File: config.mk
export PLATFORM = sky130hd
export DESIGN_NAME = instruction_ci_lwsp_flat
export DESIGN_NICKNAME = d
export VERILOG_FILES = /design/src/rtl/instruction_ci_lwsp_if.sv /design/src/rtl/instruction_ci_lwsp.sv /design/src/flat_wrapper.sv
export SDC_FILE = /design/constraint.sdc
export NUM_CORES = 1
export LEC_CHECK = 0
export CORE_UTILIZATION = 35
export DETAILED_ROUTE_END_ITERATION = 7
export PLACE_DENSITY = 0.76
export SYNTH_ARGS = -nofsm -noshare
export SYNTH_HDL_FRONTEND = slang
export SYNTH_SLANG_ARGS = --single-unit
File: constraint.sdc
create_clock -name iCLK -period 1.89 [get_ports iCLK]
set_input_delay 0.189 -clock iCLK [delete_from_list [all_inputs] [get_ports iCLK]]
set_output_delay 0.189 -clock iCLK [all_outputs]
set_load 0.005 [all_outputs]
File: src/rtl/instruction_ci_lwsp_if.sv
// Signal bundle for the c.lwsp load unit: the instruction issue side,
// the register-file read/write ports and the word-addressed RAM port.
interface instruction_ci_lwsp_if;
  // instruction issue
  logic        iVALID;
  logic [15:0] iIR;

  // register file: sp read, rd write-back
  logic [31:0] iRS1;
  logic [4:0]  oRS1;
  logic [4:0]  oRD;
  logic [31:0] oRD_DATA;
  logic        oRD_WE;

  // RAM port
  logic        oRAM_CE;
  logic        oRAM_RD;
  logic        oRAM_WR;
  logic [7:0]  oRAM_ADDR;
  logic [31:0] iRAM_DATA;
  logic        iRAM_ACK;

  // status
  logic        oBUSY;
  logic        oDONE;
  logic        oERR;

  // the load unit itself
  modport slave (
    input  iVALID, iIR, iRS1, iRAM_DATA, iRAM_ACK,
    output oRS1, oRD, oRD_DATA, oRD_WE,
           oRAM_CE, oRAM_RD, oRAM_WR, oRAM_ADDR,
           oBUSY, oDONE, oERR
  );

  // the issuer / environment around the load unit
  modport master (
    output iVALID, iIR, iRS1, iRAM_DATA, iRAM_ACK,
    input  oRS1, oRD, oRD_DATA, oRD_WE,
           oRAM_CE, oRAM_RD, oRAM_WR, oRAM_ADDR,
           oBUSY, oDONE, oERR
  );
endinterface

File: src/rtl/instruction_ci_lwsp.sv
// c.lwsp execution unit: decodes the compressed load-word-from-sp,
// forms sp + offset, performs one RAM word read with an ack timeout and
// writes the result back to rd.
//
//   state | meaning
//   ------+-----------------------------------------------------------
//   IDLE  | waiting for a valid c.lwsp; illegal / misaligned -> oERR
//   REQ   | first strobe cycle, ack not yet looked at
//   WAIT  | strobes held, waiting for ack, timeout counter running
//   WB    | one-cycle register write-back with oDONE
module instruction_ci_lwsp #(
  parameter int unsigned TIMEOUT = 15
) (
  input  logic                  iCLK,
  input  logic                  iRST,
  instruction_ci_lwsp_if.slave  bus
);

  typedef enum logic [1:0] {
    IDLE = 2'd0,
    REQ  = 2'd1,
    WAIT = 2'd2,
    WB   = 2'd3
  } state_t;

  localparam logic [7:0] TMO_W = 8'(TIMEOUT);

  state_t      state_q;
  logic [7:0]  cnt_q;
  logic [7:0]  addr_q;
  logic [4:0]  rd_q;
  logic [31:0] data_q;
  logic        strobe_q;
  logic        we_q;
  logic        done_q;
  logic        err_q;

  // decode fields of the incoming instruction
  logic        lwsp_hit;
  logic [4:0]  rd_field;
  logic [7:0]  offset;
  logic [31:0] byte_addr;
  logic [7:0]  cnt_d;
  logic        unused_addr_hi;

  assign lwsp_hit  = (bus.iIR[1:0] == 2'b10) && (bus.iIR[15:13] == 3'b010);
  assign rd_field  = bus.iIR[11:7];
  assign offset    = {bus.iIR[3:2], bus.iIR[12], bus.iIR[6:4], 2'b00};
  // full 32-bit sum so wrap-around is modulo 2^32; only [9:0] leave the block
  assign byte_addr = bus.iRS1 + {24'd0, offset};
  assign unused_addr_hi = ^byte_addr[31:10];
  assign cnt_d     = cnt_q + 8'd1;

  // single-process FSM with registered outputs
  always_ff @(posedge iCLK) begin
    if (iRST) begin
      state_q  <= IDLE;
      cnt_q    <= 8'd0;
      addr_q   <= 8'd0;
      rd_q     <= 5'd0;
      data_q   <= 32'd0;
      strobe_q <= 1'b0;
      we_q     <= 1'b0;
      done_q   <= 1'b0;
      err_q    <= 1'b0;
    end else begin
      we_q   <= 1'b0;
      done_q <= 1'b0;
      err_q  <= 1'b0;
      case (state_q)
        IDLE: begin
          strobe_q <= 1'b0;
          if (bus.iVALID && lwsp_hit) begin
            if ((rd_field == 5'd0) || (byte_addr[1:0] != 2'b00)) begin
              err_q <= 1'b1;
            end else begin
              rd_q     <= rd_field;
              addr_q   <= byte_addr[9:2];
              strobe_q <= 1'b1;
              state_q  <= REQ;
            end
          end
        end
        REQ: begin
          cnt_q   <= 8'd0;
          state_q <= WAIT;
        end
        WAIT: begin
          // ack is checked first so it wins over a coincident timeout
          if (bus.iRAM_ACK) begin
            data_q   <= bus.iRAM_DATA;
            strobe_q <= 1'b0;
            we_q     <= 1'b1;
            done_q   <= 1'b1;
            state_q  <= WB;
          end else begin
            cnt_q <= cnt_d;
            if (cnt_d == TMO_W) begin
              strobe_q <= 1'b0;
              err_q    <= 1'b1;
              state_q  <= IDLE;
            end
          end
        end
        WB: begin
          state_q <= IDLE;
        end
        default: begin
          strobe_q <= 1'b0;
          state_q  <= IDLE;
        end
      endcase
    end
  end

  assign bus.oRS1      = 5'h2;
  assign bus.oRAM_CE   = strobe_q;
  assign bus.oRAM_RD   = strobe_q;
  assign bus.oRAM_WR   = 1'b0;
  assign bus.oRAM_ADDR = addr_q;
  assign bus.oRD       = rd_q;
  assign bus.oRD_DATA  = data_q;
  assign bus.oRD_WE    = we_q;
  assign bus.oDONE     = done_q;
  assign bus.oERR      = err_q;
  assign bus.oBUSY     = (state_q != IDLE);

endmodule

File: src/flat_wrapper.sv
// flat-port wrapper written by rule: the top's interface ports become plain ports
module instruction_ci_lwsp_flat 
#(
  parameter int unsigned TIMEOUT = 15
)
  (iCLK, iRST, bus_iVALID, bus_iIR, bus_iRS1, bus_iRAM_DATA, bus_iRAM_ACK, bus_oRS1, bus_oRD, bus_oRD_DATA, bus_oRD_WE, bus_oRAM_CE, bus_oRAM_RD, bus_oRAM_WR, bus_oRAM_ADDR, bus_oBUSY, bus_oDONE, bus_oERR);
  instruction_ci_lwsp_if bus_i ();
  input  logic iCLK;
  input  logic iRST;
  input wire logic [$bits(bus_i.iVALID)-1:0] bus_iVALID;
  input wire logic [$bits(bus_i.iIR)-1:0] bus_iIR;
  input wire logic [$bits(bus_i.iRS1)-1:0] bus_iRS1;
  input wire logic [$bits(bus_i.iRAM_DATA)-1:0] bus_iRAM_DATA;
  input wire logic [$bits(bus_i.iRAM_ACK)-1:0] bus_iRAM_ACK;
  output wire logic [$bits(bus_i.oRS1)-1:0] bus_oRS1;
  output wire logic [$bits(bus_i.oRD)-1:0] bus_oRD;
  output wire logic [$bits(bus_i.oRD_DATA)-1:0] bus_oRD_DATA;
  output wire logic [$bits(bus_i.oRD_WE)-1:0] bus_oRD_WE;
  output wire logic [$bits(bus_i.oRAM_CE)-1:0] bus_oRAM_CE;
  output wire logic [$bits(bus_i.oRAM_RD)-1:0] bus_oRAM_RD;
  output wire logic [$bits(bus_i.oRAM_WR)-1:0] bus_oRAM_WR;
  output wire logic [$bits(bus_i.oRAM_ADDR)-1:0] bus_oRAM_ADDR;
  output wire logic [$bits(bus_i.oBUSY)-1:0] bus_oBUSY;
  output wire logic [$bits(bus_i.oDONE)-1:0] bus_oDONE;
  output wire logic [$bits(bus_i.oERR)-1:0] bus_oERR;
  assign bus_i.iVALID = bus_iVALID;
  assign bus_i.iIR = bus_iIR;
  assign bus_i.iRS1 = bus_iRS1;
  assign bus_i.iRAM_DATA = bus_iRAM_DATA;
  assign bus_i.iRAM_ACK = bus_iRAM_ACK;
  assign bus_oRS1 = bus_i.oRS1;
  assign bus_oRD = bus_i.oRD;
  assign bus_oRD_DATA = bus_i.oRD_DATA;
  assign bus_oRD_WE = bus_i.oRD_WE;
  assign bus_oRAM_CE = bus_i.oRAM_CE;
  assign bus_oRAM_RD = bus_i.oRAM_RD;
  assign bus_oRAM_WR = bus_i.oRAM_WR;
  assign bus_oRAM_ADDR = bus_i.oRAM_ADDR;
  assign bus_oBUSY = bus_i.oBUSY;
  assign bus_oDONE = bus_i.oDONE;
  assign bus_oERR = bus_i.oERR;
  instruction_ci_lwsp #(.TIMEOUT(TIMEOUT)) u_core (.iCLK(iCLK), .iRST(iRST), .bus(bus_i));
endmodule
## Word-level counts from Yosys, hierarchy flattened

Cells that the tools add are included.

| cells by class | value |
|---|---|
| reduce and logical (&&, ||, !) cells | 15 |
| $add $sub $neg | 2 |
| bitwise operators | 2 |
| equality and inequality tests | 10 |
| mux-type cells | 18 |

Operators by type and width:

| kind | count |
|---|---|
| case mux 8 bit (2 select lines) | 1 |
| adder 10 x 8 -> 10 bit | 1 |
| two-way mux 1 bit | 9 |
| adder 8 x 1 -> 8 bit, second input constant | 1 |
| equality test 8 x 4 -> 1 bit, second input constant | 1 |
| two-way mux 2 bit | 4 |
| two-way mux 8 bit | 1 |
| case mux 2 bit (4 select lines) | 1 |
| nonzero test 2 bit | 4 |
| equality test 2 bit, second input constant | 3 |
| AND reduction 2 bit | 3 |
| AND reduction 3 bit | 2 |
| logical NOT 5 bit | 1 |
| != test 2 bit, second input constant | 2 |
| case mux 1 bit (2 select lines) | 2 |
| equality test 3 x 2 -> 1 bit, second input constant | 1 |
| != test 3 x 2 -> 1 bit, second input constant | 1 |
| equality test 2 x 1 -> 1 bit, second input constant | 1 |
| logical AND 1 bit | 2 |
| logical NOT 2 bit | 1 |
| != test 2 x 1 -> 1 bit, second input constant | 1 |
| inverter 1 bit | 2 |
| OR reduction 2 bit | 1 |
| logical OR 1 bit | 1 |

| word-level totals | value |
|---|---|
| flip-flop bits (word level) | 58 |
| word-level logic and storage cells | 55 |
| output and inout bits | 57 |
| input port bits | 84 |

## Depth between registers and ports, before layout

| depth | value |
|---|---|
| depth after elaboration | 6 |
| depth in mapped cells | 8 |
| gate-level depth less buffers | 8 |

## Least setup slack after synthesis

Ideal clock, no wire load.

| timing | value |
|---|---|
| path type | in2reg |
| start point | input bus_iRS1[2] |
| end point | register u_core.addr_q[6], in the netlist u_core.bus.oRAM_ADDR[6] |
| path slack | 0.104 ns |
| buffers on the path | 0 |
| cell stages on the path | 8 |
| data arrival time | 1.668 ns |
| library setup time | 0.117 ns |
| data required time | 1.773 ns |
| cell sequence | ha_1 -> inv_1 -> fa_1 -> nor2b_4 -> o31a_1 -> o21a_1 -> or3_1 -> a32o_1 |

| between the ends | value |
|---|---|
| word-level cells in the longest chain between the ends | 1 |

RTL lines:

| what | RTL line | source |
|---|---|---|
| start: declaration | flat_wrapper.sv:12 | `input wire logic [$bits(bus_i.iRS1)-1:0] bus_iRS1;` |
| adder 10 x 8 -> 10 bit | instruction_ci_lwsp.sv:50 | `assign byte_addr = bus.iRS1 + {24'd0, offset};` |
| end signal: assignment | instruction_ci_lwsp.sv:78 | `addr_q <= byte_addr[9:2];` |
| end: declaration | instruction_ci_lwsp.sv:30 | `logic [7:0] addr_q;` |

No other way between the ends.
A chain may end at the register's enable or synchronous reset.

## Worst setup path after layout

| timing | value |
|---|---|
| start point | input bus_iRS1[5] |
| end point | register u_core.addr_q[6], in the netlist u_core.bus.oRAM_ADDR[6] |

The elaborated chain is that of the path after synthesis.

==> results.cfg <==
[place]
port_buffers = 112
place.gp.congestion = 0.848
place_ws_ns = -0.383
hpwl_um = 5160

[synthesis]
synthXorXnorAreaFrac = 0.0166
synth-simple-area-share = 0.251
synth_compound_area_frac = 0.172
yosys-top-cells-area = dfxtp_1, nand2_1, a21oi_1
yosysSeqAreaShare = 0.439
ys_async_sr_fraction = 0
synth_top_family_by_area = simple AND/OR/NAND/NOR gates
synth_cell_types = 45
synth_top_area_share = 0.439
yosys_warnings = 0
synthAdderAreaFrac = 0.0455
synthCells = 336
synth_mux_area_frac = 0.0114
synth_top_cell_by_area = dfxtp_1
synth-edff-count = 0
ys.flop_type = dfxtp_1
synth.avg_cell_area_sq_um = 7.86
ys_ff_latch = 58
syn_area_sq_um = 2640

[sta]
fmax_ghz = 0.567
slew_violations = 0
rsz0062_at_grt = false
fin_crit_sh = 0.933
holdWs_ns = 0.251
setup_slack_ns = 0.126
hold_viol_final = 0
min_period_ns = 1.76
final.setup_skew_ns = 0.00691
setup_violations = 0

[detailed_routing]
ant_nets = 0
wl_per_cell_um = 12.6
via_per_inst = 4.81
dr.pass1.iters = 4
drt-initial-drc-count = 124
wirelength_um = 6980
drc_errors = 0
vias = 2674

[grt]
gr-usage-all-layers = 0.181
grt_pass1_vias = 2359
grt_start_max_net_pins = 42
overflow = 0
grt_pass1_wl_um = 10900
antenna_found_initial = 0

[cts]
insertion_delay_ns = 0.33
path_clk_slew_ns = 0.06
root_buffer = clkbuf_8
cts_tree = done
cts_made_buffers = 9
clk_path_buf_depth = 2
cts.sinks = 58
htree_levels = 3

[setup_path]
r2r_cells = 6
r2r-start = u_core.cnt_q[0]$_SDFFE_PP0P_
cp_common_cell = o21a_1
worstPathRequired_ns = 2.11
worst-path-buf-inv = 1
cp_slowest_cell = clkdlybuf4s50_1
critPathArrivalTime_ns = 1.99
worst-path-max-fanout = 2
r2r_slack_ns = 0.35
worstSetupStartpointType = input port
crit_path_end = u_core.bus.oRAM_ADDR[6]$_SDFFE_PP0P_
critical-path-max-stage-delay_ns = 0.40
path_cells = clkdlybuf4s50_1 -> ha_1 -> o21a_1 -> o31a_1 -> o21a_1 -> or3_1 -> a32o_1
crit_path_start = bus_iRS1[5]
crit_cells = 7
path_class = input port to flop
cp-end-kind = flop
critical-path-top-delay-family = compound AO/OA/AOI/OAI gates
rr_endpoint = u_core.cnt_q[6]$_SDFFE_PP0P_

[flow_run]
cap_viol_max_count = 0

[cells_and_area]
layout_commonest_cell = clkdlybuf4s50_1
drive_gt1_frac = 0.103
area_delta_synth_final_pct = 56.5
num-fill-cells = 665
final_cell_mix = clkdlybuf4s50_1, nand2_1, dfxtp_1
nets = 546
antenna_cells = 0

[floorplanning]
core_sq_um = 7290
rows = 31
ios = 141
dieArea_sq_um = 7900
initial_utilization = 0.362
die_h_um = 88.9
dieWidth_um = 88.9

[worst_hold_path]
hold_path_depth = 2
hold_class = input port to flop

[power]
ir_worst_vdd_mv = 0.299
pwr_density_cell_nw_per_um2 = 647
power_leakage_nw = 1.53

[outcome]
status = finished, final reports clean
synthesized netlist by cell type (all sizes together), types with 2 or more instances:
cell    count
a211oi      4
a21oi      47
a31oi       5
and3        4
buf        15
clkbuf     13
conb        2
dfxtp      58
ha          8
inv         4
mux2i       3
nand2      88
nand3       5
nand4       2
nor2       24
nor2b       6
nor3        7
nor3b       3
nor4        2
o21a        2
o21ai       9
o22a        2
or2         2
xnor2       3
xor2        2
state kept, by name (all words and copies together) (netlist names):
signal / flops
u_core.bus.oRD_DATA: 32
u_core.bus.oRAM_ADDR: 8
u_core.cnt_q: 8
u_core.bus.oRD: 5
u_core.state_q: 2
u_core.bus.oERR: 1
u_core.bus.oRAM_CE: 1
u_core.bus.oRD_WE: 1
routing by layer:
| metal | up-vias | GRT usage | wire [um] |
|---|---|---|---|
| met3 | 6 | 0.0609 | 473 |
| met4 | 0 | 0.0909 | 106 |
| li1 | 1355 | - | - |
| met1 | 1231 | 0.208 | 3010 |
| met5 | - | 0 | 0 |
| met2 | 82 | 0.303 | 3400 |
report_power, final:
part / switching (mW) / total, mW / internal (mW)
registers: 0.00141 / 1.23 / 1.22
logic: 0.105 / 0.290 / 0.185
clock network: 0.454 / 1.16 / 0.708
total: 0.561 / 2.68 / 2.12
through the flow:
stage	power, mW	util	cells	TNS, ns	instance area (sq um)
after floorplan	1.36	-	340	0	2660
after global placement	1.53	0.534	540	-0.485	3890
after detailed placement	1.53	0.534	540	-0.724	3890
after CTS	2.71	0.562	555	0	4100
after global routing	2.79	0.567	556	0	4140
final	2.68	0.567	556	0	4140
worst min-delay path by stage:
stage | start | end | slack [ns]
2_1_floorplan | bus_iRAM_DATA[0] | u_core.bus.oRD_DATA[0]$_SDFFE_PP0P_ | 0.32
3_3_place_gp | u_core.bus.oRD[3]$_SDFFE_PP0P_ | u_core.bus.oRD[3]$_SDFFE_PP0P_ | 0.44
3_5_place_dp | u_core.bus.oRD[0]$_SDFFE_PP0P_ | u_core.bus.oRD[0]$_SDFFE_PP0P_ | 0.45
4_1_cts | iRST | u_core.bus.oRD_WE$_SDFF_PP0_ | 0.23
5_1_grt | iRST | u_core.bus.oRD_DATA[29]$_SDFFE_PP0P_ | 0.27
6_report | iRST | u_core.bus.oRD_WE$_SDFF_PP0_ | 0.25
cell families after synthesis:
kind of cell | Yosys count
DFF | 58
buffers and inverters | 32
adders and majority gates | 9
and+or+nand+nor | 149
muxes | 3
AOI/OAI and AO/OA | 78
other | 2
xor gates and xnor gates | 5
area by class of cell:
cell class	count	area [sq um]	area share
Multi-Input combinational cell	250	1350	0.327
Timing Repair Buffer	130	1280	0.309
Sequential cell	58	1160	0.281
Clock buffer	13	169	0.0408
Tap cell	99	124	0.0299
Clock inverter	2	35.0	0.00847
Inverter	4	15.0	0.00363
worst reg2reg max path: cells and delay by family (launching register included):
kind / cells / cell delay [ns]
flip-flops: 1 / 0.44
AND/OR/NAND/NOR: 4 / 0.47
AO/OA/AOI/OAI: 1 / 0.28
adder cells (fa/ha/maj): 1 / 0.25
what timing repair did:
action	4_1_cts	5_1_grt
resized for setup	3	10
setup buffers	0	1
cloned	0	0
hold buffers	0	0
setup endpoints to repair	1	2
pin swaps	1	7
Power figures use the tool's default switching activity.
